$ cat src/rtl/counter_ctrl_pkg.sv
// Shared types and constants for the game-counter sequencer.
//   state_e       : sequencer states
//   MODE_*        : counter control encodings
//   WHO_*         : WHO encodings reported by the counter
//   TALLY_W       : width of the win/lose tallies
//   sat_inc       : saturating tally increment
package counter_ctrl_pkg;

    typedef enum logic [1:0] {
        ST_IDLE = 2'd0,
        ST_LOAD = 2'd1,
        ST_RUN  = 2'd2,
        ST_DONE = 2'd3
    } state_e;

    localparam logic [1:0] MODE_UP1 = 2'b00;
    localparam logic [1:0] MODE_UP2 = 2'b01;
    localparam logic [1:0] MODE_DN1 = 2'b10;
    localparam logic [1:0] MODE_DN2 = 2'b11;

    localparam logic [1:0] WHO_WIN  = 2'b10;
    localparam logic [1:0] WHO_LOSE = 2'b01;

    localparam int unsigned TALLY_W = 8;

    // Increment that sticks at all-ones instead of wrapping.
    function automatic logic [TALLY_W-1:0] sat_inc(input logic [TALLY_W-1:0] v);
        return (v == '1) ? v : v + TALLY_W'(1);
    endfunction

endpackage

$ cat src/rtl/rr_arbiter.sv
// Combinational round-robin pick.
//   i_req    : request vector
//   i_ptr    : index of the previous winner; search starts at i_ptr+1
//   o_onehot : one-hot winner (zero when no request)
//   o_idx    : winner index
//   o_valid  : some request was found
module rr_arbiter #(
    parameter int unsigned NREQ = 2,
    parameter int unsigned IW   = 1
) (
    input  logic [NREQ-1:0] i_req,
    input  logic [IW-1:0]   i_ptr,
    output logic [NREQ-1:0] o_onehot,
    output logic [IW-1:0]   o_idx,
    output logic            o_valid
);

    int unsigned w_j;

    // Walk ptr+1 .. ptr+NREQ (wrapping) so the previous winner is tried last.
    always_comb begin
        o_onehot = '0;
        o_idx    = '0;
        o_valid  = 1'b0;
        w_j      = 0;
        for (int unsigned i = 1; i <= NREQ; i++) begin
            w_j = 32'(i_ptr) + i;
            if (w_j >= NREQ) w_j = w_j - NREQ;
            if (!o_valid && i_req[IW'(w_j)]) begin
                o_valid              = 1'b1;
                o_onehot[IW'(w_j)]   = 1'b1;
                o_idx                = IW'(w_j);
            end
        end
    end

endmodule

$ cat src/rtl/counter_game_ctrl.sv
// Time-slice sequencer for the shared game counter.
//   clk, reset     : clock, asynchronous active-low reset
//   req*           : per-requester request, mode, seed and seed enable
//   gameover, who  : status from the counter
//   grant          : one-hot current owner
//   ctrl_*         : mode / INIT / initial value / sync reset to the counter
//   busy           : sequencer not idle
//   win/lose_tally : saturating game-over tallies
module counter_game_ctrl
    import counter_ctrl_pkg::*;
#(
    parameter int unsigned NREQ  = 2,
    parameter int unsigned SLICE = 8,
    parameter int unsigned COOL  = 4
) (
    input  logic                clk,
    input  logic                reset,
    input  logic [NREQ-1:0]     req,
    input  logic [2*NREQ-1:0]   req_mode,
    input  logic [4*NREQ-1:0]   req_seed,
    input  logic [NREQ-1:0]     req_seed_en,
    input  logic                gameover,
    input  logic [1:0]          who,
    output logic [NREQ-1:0]     grant,
    output logic [1:0]          ctrl_mode,
    output logic                ctrl_init,
    output logic [3:0]          ctrl_value,
    output logic                ctrl_reset,
    output logic                busy,
    output logic [TALLY_W-1:0]  win_tally,
    output logic [TALLY_W-1:0]  lose_tally
);

    localparam int unsigned IW = (NREQ  > 1) ? $clog2(NREQ)  : 1;
    localparam int unsigned SW = (SLICE > 1) ? $clog2(SLICE) : 1;
    localparam int unsigned CW = (COOL  > 1) ? $clog2(COOL)  : 1;

    state_e              r_state,  w_nx_state;
    logic [NREQ-1:0]     r_grant,  w_nx_grant;
    logic [1:0]          r_mode,   w_nx_mode;
    logic                r_init,   w_nx_init;
    logic [3:0]          r_value,  w_nx_value;
    logic                r_creset, w_nx_creset;
    logic                r_busy,   w_nx_busy;
    logic [TALLY_W-1:0]  r_win,    w_nx_win;
    logic [TALLY_W-1:0]  r_lose,   w_nx_lose;
    logic [IW-1:0]       r_ptr,    w_nx_ptr;
    logic [SW-1:0]       r_slice,  w_nx_slice;
    logic [CW-1:0]       r_cool,   w_nx_cool;

    logic [NREQ-1:0]     w_arb_onehot;
    logic [IW-1:0]       w_arb_idx;
    logic                w_arb_valid;
    logic [1:0]          w_own_mode;
    logic [3:0]          w_arb_seed;
    logic                w_arb_seed_en;

    // r_ptr doubles as the current owner index while a grant is held.
    rr_arbiter #(.NREQ(NREQ), .IW(IW)) u_arb (
        .i_req    (req),
        .i_ptr    (r_ptr),
        .o_onehot (w_arb_onehot),
        .o_idx    (w_arb_idx),
        .o_valid  (w_arb_valid)
    );

    assign w_own_mode    = req_mode[{r_ptr, 1'b0} +: 2];
    assign w_arb_seed    = req_seed[{w_arb_idx, 2'b00} +: 4];
    assign w_arb_seed_en = req_seed_en[w_arb_idx];

    // Next-state and next-output computation.
    always_comb begin
        w_nx_state  = r_state;
        w_nx_grant  = r_grant;
        w_nx_mode   = r_mode;
        w_nx_init   = 1'b0;
        w_nx_value  = r_value;
        w_nx_creset = 1'b0;
        w_nx_win    = r_win;
        w_nx_lose   = r_lose;
        w_nx_ptr    = r_ptr;
        w_nx_slice  = r_slice;
        w_nx_cool   = r_cool;

        case (r_state)
            ST_IDLE: begin
                w_nx_grant = '0;
                w_nx_mode  = MODE_UP1;
                if (w_arb_valid) begin
                    w_nx_state = ST_LOAD;
                    w_nx_ptr   = w_arb_idx;
                    w_nx_grant = w_arb_onehot;
                    if (w_arb_seed_en) begin
                        w_nx_init  = 1'b1;
                        w_nx_value = w_arb_seed;
                    end
                end
            end
            ST_LOAD: begin
                w_nx_state = ST_RUN;
                w_nx_mode  = w_own_mode;
                w_nx_slice = SW'(SLICE - 1);
            end
            ST_RUN: begin
                w_nx_mode  = w_own_mode;
                w_nx_slice = r_slice - SW'(1);
                if (gameover) begin
                    w_nx_state  = ST_DONE;
                    w_nx_grant  = '0;
                    w_nx_mode   = MODE_UP1;
                    w_nx_creset = 1'b1;
                    w_nx_cool   = CW'(COOL - 1);
                    if (who == WHO_WIN)  w_nx_win  = sat_inc(r_win);
                    if (who == WHO_LOSE) w_nx_lose = sat_inc(r_lose);
                end else if (!req[r_ptr]) begin
                    w_nx_state = ST_IDLE;
                    w_nx_grant = '0;
                    w_nx_mode  = MODE_UP1;
                end else if (r_slice == '0) begin
                    // Arbiter tries the owner last, so a different index means a rival is waiting.
                    if (w_arb_valid && (w_arb_idx != r_ptr)) begin
                        w_nx_state = ST_LOAD;
                        w_nx_ptr   = w_arb_idx;
                        w_nx_grant = w_arb_onehot;
                        if (w_arb_seed_en) begin
                            w_nx_init  = 1'b1;
                            w_nx_value = w_arb_seed;
                        end
                    end else begin
                        w_nx_slice = SW'(SLICE - 1);
                    end
                end
            end
            ST_DONE: begin
                w_nx_grant = '0;
                w_nx_mode  = MODE_UP1;
                if (r_cool == '0) w_nx_state = ST_IDLE;
                else              w_nx_cool  = r_cool - CW'(1);
            end
            default: w_nx_state = ST_IDLE;
        endcase

        w_nx_busy = (w_nx_state != ST_IDLE);
    end

    // State and output registers.
    always_ff @(posedge clk or negedge reset) begin
        if (!reset) begin
            r_state  <= ST_IDLE;
            r_grant  <= '0;
            r_mode   <= MODE_UP1;
            r_init   <= 1'b0;
            r_value  <= '0;
            r_creset <= 1'b1;
            r_busy   <= 1'b0;
            r_win    <= '0;
            r_lose   <= '0;
            r_ptr    <= IW'(NREQ - 1);
            r_slice  <= '0;
            r_cool   <= '0;
        end else begin
            r_state  <= w_nx_state;
            r_grant  <= w_nx_grant;
            r_mode   <= w_nx_mode;
            r_init   <= w_nx_init;
            r_value  <= w_nx_value;
            r_creset <= w_nx_creset;
            r_busy   <= w_nx_busy;
            r_win    <= w_nx_win;
            r_lose   <= w_nx_lose;
            r_ptr    <= w_nx_ptr;
            r_slice  <= w_nx_slice;
            r_cool   <= w_nx_cool;
        end
    end

    assign grant      = r_grant;
    assign ctrl_mode  = r_mode;
    assign ctrl_init  = r_init;
    assign ctrl_value = r_value;
    assign ctrl_reset = r_creset;
    assign busy       = r_busy;
    assign win_tally  = r_win;
    assign lose_tally = r_lose;

endmodule

$ cat config.mk
export PLATFORM = sky130hd
export DESIGN_NAME = counter_game_ctrl
export DESIGN_NICKNAME = d
export VERILOG_FILES = /design/src/rtl/counter_ctrl_pkg.sv /design/src/rtl/rr_arbiter.sv /design/src/rtl/counter_game_ctrl.sv
export SDC_FILE = /design/constraint.sdc
export NUM_CORES = 1
export LEC_CHECK = 0
export BUFFER_PORTS_ARGS = -buffer_cell sky130_fd_sc_hd__buf_2
export CAP_MARGIN = 15
export CORE_UTILIZATION = 53
export DETAILED_ROUTE_END_ITERATION = 7
export MAX_ROUTING_LAYER = met4
export PLACE_DENSITY = 0.79
export SYNTH_ARGS = -nofsm -noshare
export SYNTH_HDL_FRONTEND = slang
export SYNTH_SLANG_ARGS = --single-unit
$ cat constraint.sdc
create_clock -name clk -period 2.4 [get_ports clk]
set_input_delay 0.12 -clock clk [delete_from_list [all_inputs] [get_ports clk]]
set_output_delay 0.12 -clock clk [all_outputs]
set_load 0.05 [all_outputs]
==> results.txt, run 1 <==
Netlist cell types = 46
syn_nets = 214
ratio of cells with drive above 1 in the final layout = 31.5%
die area = 3900 µm²
GRT Util Overall = 21.2%
Post-route DRC = 0
Cell Rows = 21
initial DRC count = 46
RD Place Congestion = 0.790
type of element capturing the critical path = flop
Pins Over Slew Limit = 0
Num CTS Buffers = 5
worst-path fanout max = 10
Die W = 62.5 µm
Final min period = 2.08 ns
Warnings, synthesis = 0
post-layout net count = 264
CTS root buf = clkbuf_4
Setup CP Type = reg2reg
predominant post-synthesis flop cell = dfrtp_1
flop-to-flop setup slack = 0.32 ns
Pleak = 0.00116 µW
initial antenna violation count = 0
RSZ-0062 raised after global routing = no
Tcrit/Tclk final = 86.7%
drt wl/cell = 12.8 µm
clock latency on the worst-skew pair = 0.35 ns
Mapped Area = 1940 µm²
core area = 3420 µm²
worst reg2reg path depth = 6
worst hold stages = 3
final count of hold timing violations = 0
clk_skew = 0.00789 ns
HP Start = req_mode[0]
Die Ht = 62.5 µm
Seq cells post-synth = 35
Critical Path Source Type = flop
TritonCTS clock tree = yes
Worst Hold Path EP = ctrl_mode[0]
fmax = 0.481 GHz
Mapped Cells = 184
Port Buf Inserts = 47
number of synthesized flops with an enable pin = 0
final wirelength = 3590 µm
Worst R2R Start = r_state[0]
Setup WS pre-CTS = 0.331 ns
buffers from clock root to sink, at most = 2
largest net degree at the start of global routing = 36
vias in the first global route = 1395
Slew Limit Headroom = 49.1%
Area growth syn-to-layout = 17.4%
DRT Pass-1 Iters = 4
first-pass GRT wire length = 6230 µm
outcome = finished, final reports clean
R2R Path End = ctrl_value[2]
Initial Util = 56.7%
Max-Cap Viols = 0
worst setup margin = 0.319 ns
vias per cell = 5.19
Critical Path Source = r_state[0]
# setup viols final = 0
post-cts resize count = 0
Ports = 48
# H-tree levels = 2
total grt overflow = 0
DP HPWL = 2560 µm
Power Density = 1190 nW/µm²
HP Class = in2reg
peak supply drop = 0.748 mV
register area share after synthesis = 45.3%
n_diodes = 0
clock-pin slew on the worst setup and hold paths = 0.11 ns
Vias = 1459
Crit path arrival time = 2.32 ns
Sum Neg Setup Slack = 0 ns
asr flop ratio synth = 100%
clock sink count = 35
Worst Path Required = 2.64 ns
Detail Route Antenna Nets = 0
syn_area_per_cell = 10.5 µm²
Slew @ Worst Pin = 0.763 ns
[logic make-up (layout without fill, tap and decap cells)]
family,Yosys count,in the layout,share of synthesized area (%)
buf+inv,21,72,5.49
fa+ha+maj,9,9,5.81
xor+xnor,14,14,6.33
simple gates,56,56,15.2
flops,35,35,45.3
mux,15,15,8.72
compound gates,34,34,13.1
[how the worst max path moves through the flow]
stage,end,slack (ns),cells after the start
detailed placement,ctrl_value[3],0.33,6
finish,ctrl_value[2],0.32,6
global route,win_tally[7],0.13,6
global placement,ctrl_value[1],0.40,6
floorplan,win_tally[1],0.54,4
CTS,ctrl_value[2],0.30,6
[power breakdown]
| group | internal, µW | total [µW] | switching [µW] |
|---|---|---|---|
| clock network | 219 | 436 | 216 |
| registers | 780 | 944 | 164 |
| logic | 447 | 1340 | 892 |
| total | 1450 | 2720 | 1270 |
[per-layer routing]
metal / share of wire [%] / routed length, µm / track usage, % / vias to the layer above
li1: - / - / - / 739
met1: 46 / 1670 / 25.5 / 680
met2: 48 / 1710 / 33.7 / 34
met3: 4.2 / 151 / 5.47 / 6
met4: 1.7 / 62 / 9.01 / 0
met5: 0 / 0 / - / -
[flip-flops by register name, summed over array words and instances (netlist names)]
register / flops
lose_tally: 8
win_tally: 8
ctrl_value: 4
r_slice: 3
ctrl_mode: 2
grant: 2
r_cool: 2
r_state: 2
busy: 1
ctrl_init: 1
ctrl_reset: 1
r_ptr: 1
[critical path: stages, from the launching register on]
cell	delay, ns
dfrtp_1	0.43
inv_1	0.13
ha_1	0.38
and4bb_2	0.32
nand3_1	0.10
a21oi_2	0.26
mux2_2	0.37
[placed cells by master (no fill, tap or decap), types with 4 or more instances in the layout]
cell,instances
nor2_1,18
xnor2_1,4
mux2_2,11
nand3_1,8
xor2_1,10
buf_2,47
inv_1,16
dfrtp_1,33
nand2_1,7
o21ai_0,6
clkbuf_4,5
a21oi_1,9
nor2b_1,4
ha_1,9
[cell type report]
type | instances | area, µm²
flip-flops and latches | 35 | 878
repair buffers | 48 | 245
clock buffers | 5 | 37.5
well taps | 46 | 57.6
fillers | 292 | 1140
multi-input cells | 128 | 953
inverters | 16 | 60.1
clock inverters | 3 | 43.8
[stage by stage]
step / power (µW) / std cells / hold slack, ns / utilization [%] / area, µm²
after global routing: 2900 / 281 / 0.00533 / 66.6 / 2280
after global placement: 2270 / 272 / 0.240 / 64.0 / 2180
after CTS: 2740 / 281 / 0.000600 / 66.6 / 2280
final: 2720 / 281 / 0.00405 / 66.6 / 2280
after detailed placement: 2290 / 272 / 0.240 / 64.0 / 2180
after floorplan: 2030 / 184 / -0.176 / - / 1940
[repair_timing]
action / CTS / global route
hold buffers: 1 / 0
buffers inserted: 0 / 0
hold endpoints to repair: 33 / 0
endpoints found under the setup margin: 0 / 0
[Yosys cell counts, types with 2 or more instances]
master      n  area share (%)
ha_1        9             5.8
and4b_1     2             1.0
a21oi_1     9             2.3
mux2_2     11             6.4
dfstp_2     2             2.7
nor2_1     18             3.5
mux2i_1     3             1.5
dfrtp_1    33              43
xor2_1     10             4.5
and3b_1     2            0.90
nor3b_1     2            0.77
a31oi_1     2            0.65
nand2_1     7             1.4
o21ai_0     6             1.5
o2bb2ai_1   2            0.90
nor2b_1     4             1.3
nand3_1     8             2.1
buf_6       3             1.7
nand4_1     2            0.65
xnor2_1     4             1.8
and2_1      3            0.97
inv_1      16             3.1
nor3_1      3            0.77
Power figures use the tool's default switching activity.
==> run 2, diff against run 1 <==
Settings changed: REMOVE_ABC_BUFFERS set to 1.
==> results.txt, run 2 (synthesized netlist as in run 1, its figures left out) <==
outcome = finished, final reports clean
peak supply drop = 0.847 mV
Worst path max stage delay = 0.43 ns
post-layout net count = 264
clock-pin slew on the worst setup and hold paths = 0.12 ns
HP Class = in2reg
Final min period = 2.07 ns
Initial Util = 56.7%
clk_skew = 0.0138 ns
fmax = 0.484 GHz
Tcrit/Tclk final = 86.1%
# H-tree levels = 2
RD Place Congestion = 0.836
setup bufs post-CTS = 0
ratio of cells with drive above 1 in the final layout = 31.5%
Worst path slowest cell = dfrtp_1
# setup viols final = 0
Setup CP Type = reg2reg
DP HPWL = 2670 µm
initial antenna violation count = 0
Max-Cap Viols = 0
commonest non-fill, non-tap cell in the layout = buf_2
Die W = 62.5 µm
Pins Over Slew Limit = 0
Slew @ Worst Pin = 0.760 ns
TritonCTS clock tree = yes
drt wl/cell = 12.7 µm
Crit path arrival time = 2.29 ns
Pleak = 0.00115 µW
Vias = 1461
final hold slack = 0.0231 ns
Port Buf Inserts = 47
Area growth syn-to-layout = 16.2%
Ports = 48
GRT Util Overall = 21.6%
Power Density = 1150 nW/µm²
Final Instance Count excl. Fillers = 281
buffers from clock root to sink, at most = 2
CTS root buf = clkbuf_4
largest net degree at the start of global routing = 36
clock sink count = 35
Cell Rows = 21
type of element capturing the critical path = flop
vias in the first global route = 1457
Worst Path Required = 2.62 ns
final count of hold timing violations = 0
first-pass GRT wire length = 6480 µm
CTS Hold Bufs = 1
vias per cell = 5.20
initial DRC count = 57
clock latency on the worst-skew pair = 0.34 ns
CP cell instances = inv_1, ha_1, and4bb_2, nand3_1, a21oi_2, mux2_2
DRT Pass-1 Iters = 4
final wirelength = 3570 µm
Slew Limit Headroom = 49.3%
total grt overflow = 0
RSZ-0062 raised after global routing = no
worst-path fanout max = 10
Post-route DRC = 0
Sum Neg Setup Slack = 0 ns
Detail Route Antenna Nets = 0
Die Ht = 62.5 µm
dpl cells = 272
n_diodes = 0
core area = 3420 µm²
die area = 3900 µm²
most frequent cells in the layout = buf_2 (47), dfrtp_1 (33), nor2_1 (18)
Num CTS Buffers = 5
Critical Path Source Type = flop
post-cts resize count = 0
run 2: stage by stage:
stage,util (%),total power [µW],instance area (µm²),setup slack [ns]
3_3_place_gp,64.0,2270,2180,0.393
5_1_grt,65.9,2790,2250,0.152
3_5_place_dp,64.0,2300,2180,0.338
4_1_cts,65.9,2620,2250,0.325
2_1_floorplan,-,1980,1890,0.536
6_report,65.9,2600,2250,0.334
run 2: power by group:
| group | internal, µW | switching, µW | total [µW] | leakage, µW |
|---|---|---|---|---|
| logic | 446 | 890 | 1340 | 0.000691 |
| registers | 781 | 165 | 946 | 0.000428 |
| clock network | 112 | 203 | 315 | 0.0000272 |
| total | 1340 | 1260 | 2600 | 0.00115 |
run 2: path summary, 6_finish.rpt:
kind,startpoint,endpoint,slack [ns],cells past startpoint
setup / recovery,r_state[0],ctrl_value[1],0.33,6
hold / removal,req_mode[0],ctrl_mode[0],0.02,3
setup reg to reg,r_state[0],ctrl_value[1],0.33,6
hold reg to reg,win_tally[5],win_tally[5],0.50,1
max in group asynchronous,reset,r_slice[1],1.53,2
min in group asynchronous,reset,ctrl_mode[0],0.37,2
run 2: layout make-up:
type | count | area, µm²
fill | 298 | 1160
multi-input combinational | 128 | 953
sequential | 35 | 878
timing repair buffer | 48 | 245
inverter | 16 | 60.1
tap | 46 | 57.6
clock buffer | 5 | 37.5
clock inverter | 3 | 20.0
run 2: per-layer routing:
layer | part of all wire, % | global-route usage (%) | up-vias
met2 | 48 | 35.2 | 37
li1 | - | - | 743
met1 | 48 | 26.5 | 679
met4 | 0.48 | 5.23 | 0
met3 | 3.8 | 6.02 | 2
met5 | 0 | - | -
run 2: worst max-delay path, delay by kind of cell (launching register included):
| family | cells | cell delay, ns |
|---|---|---|
| adders and majority gates | 1 | 0.38 |
| buffers and inverters | 1 | 0.13 |
| DFF | 1 | 0.43 |
| AOI/OAI and AO/OA | 1 | 0.24 |
| and+or+nand+nor | 2 | 0.42 |
| muxes | 1 | 0.36 |
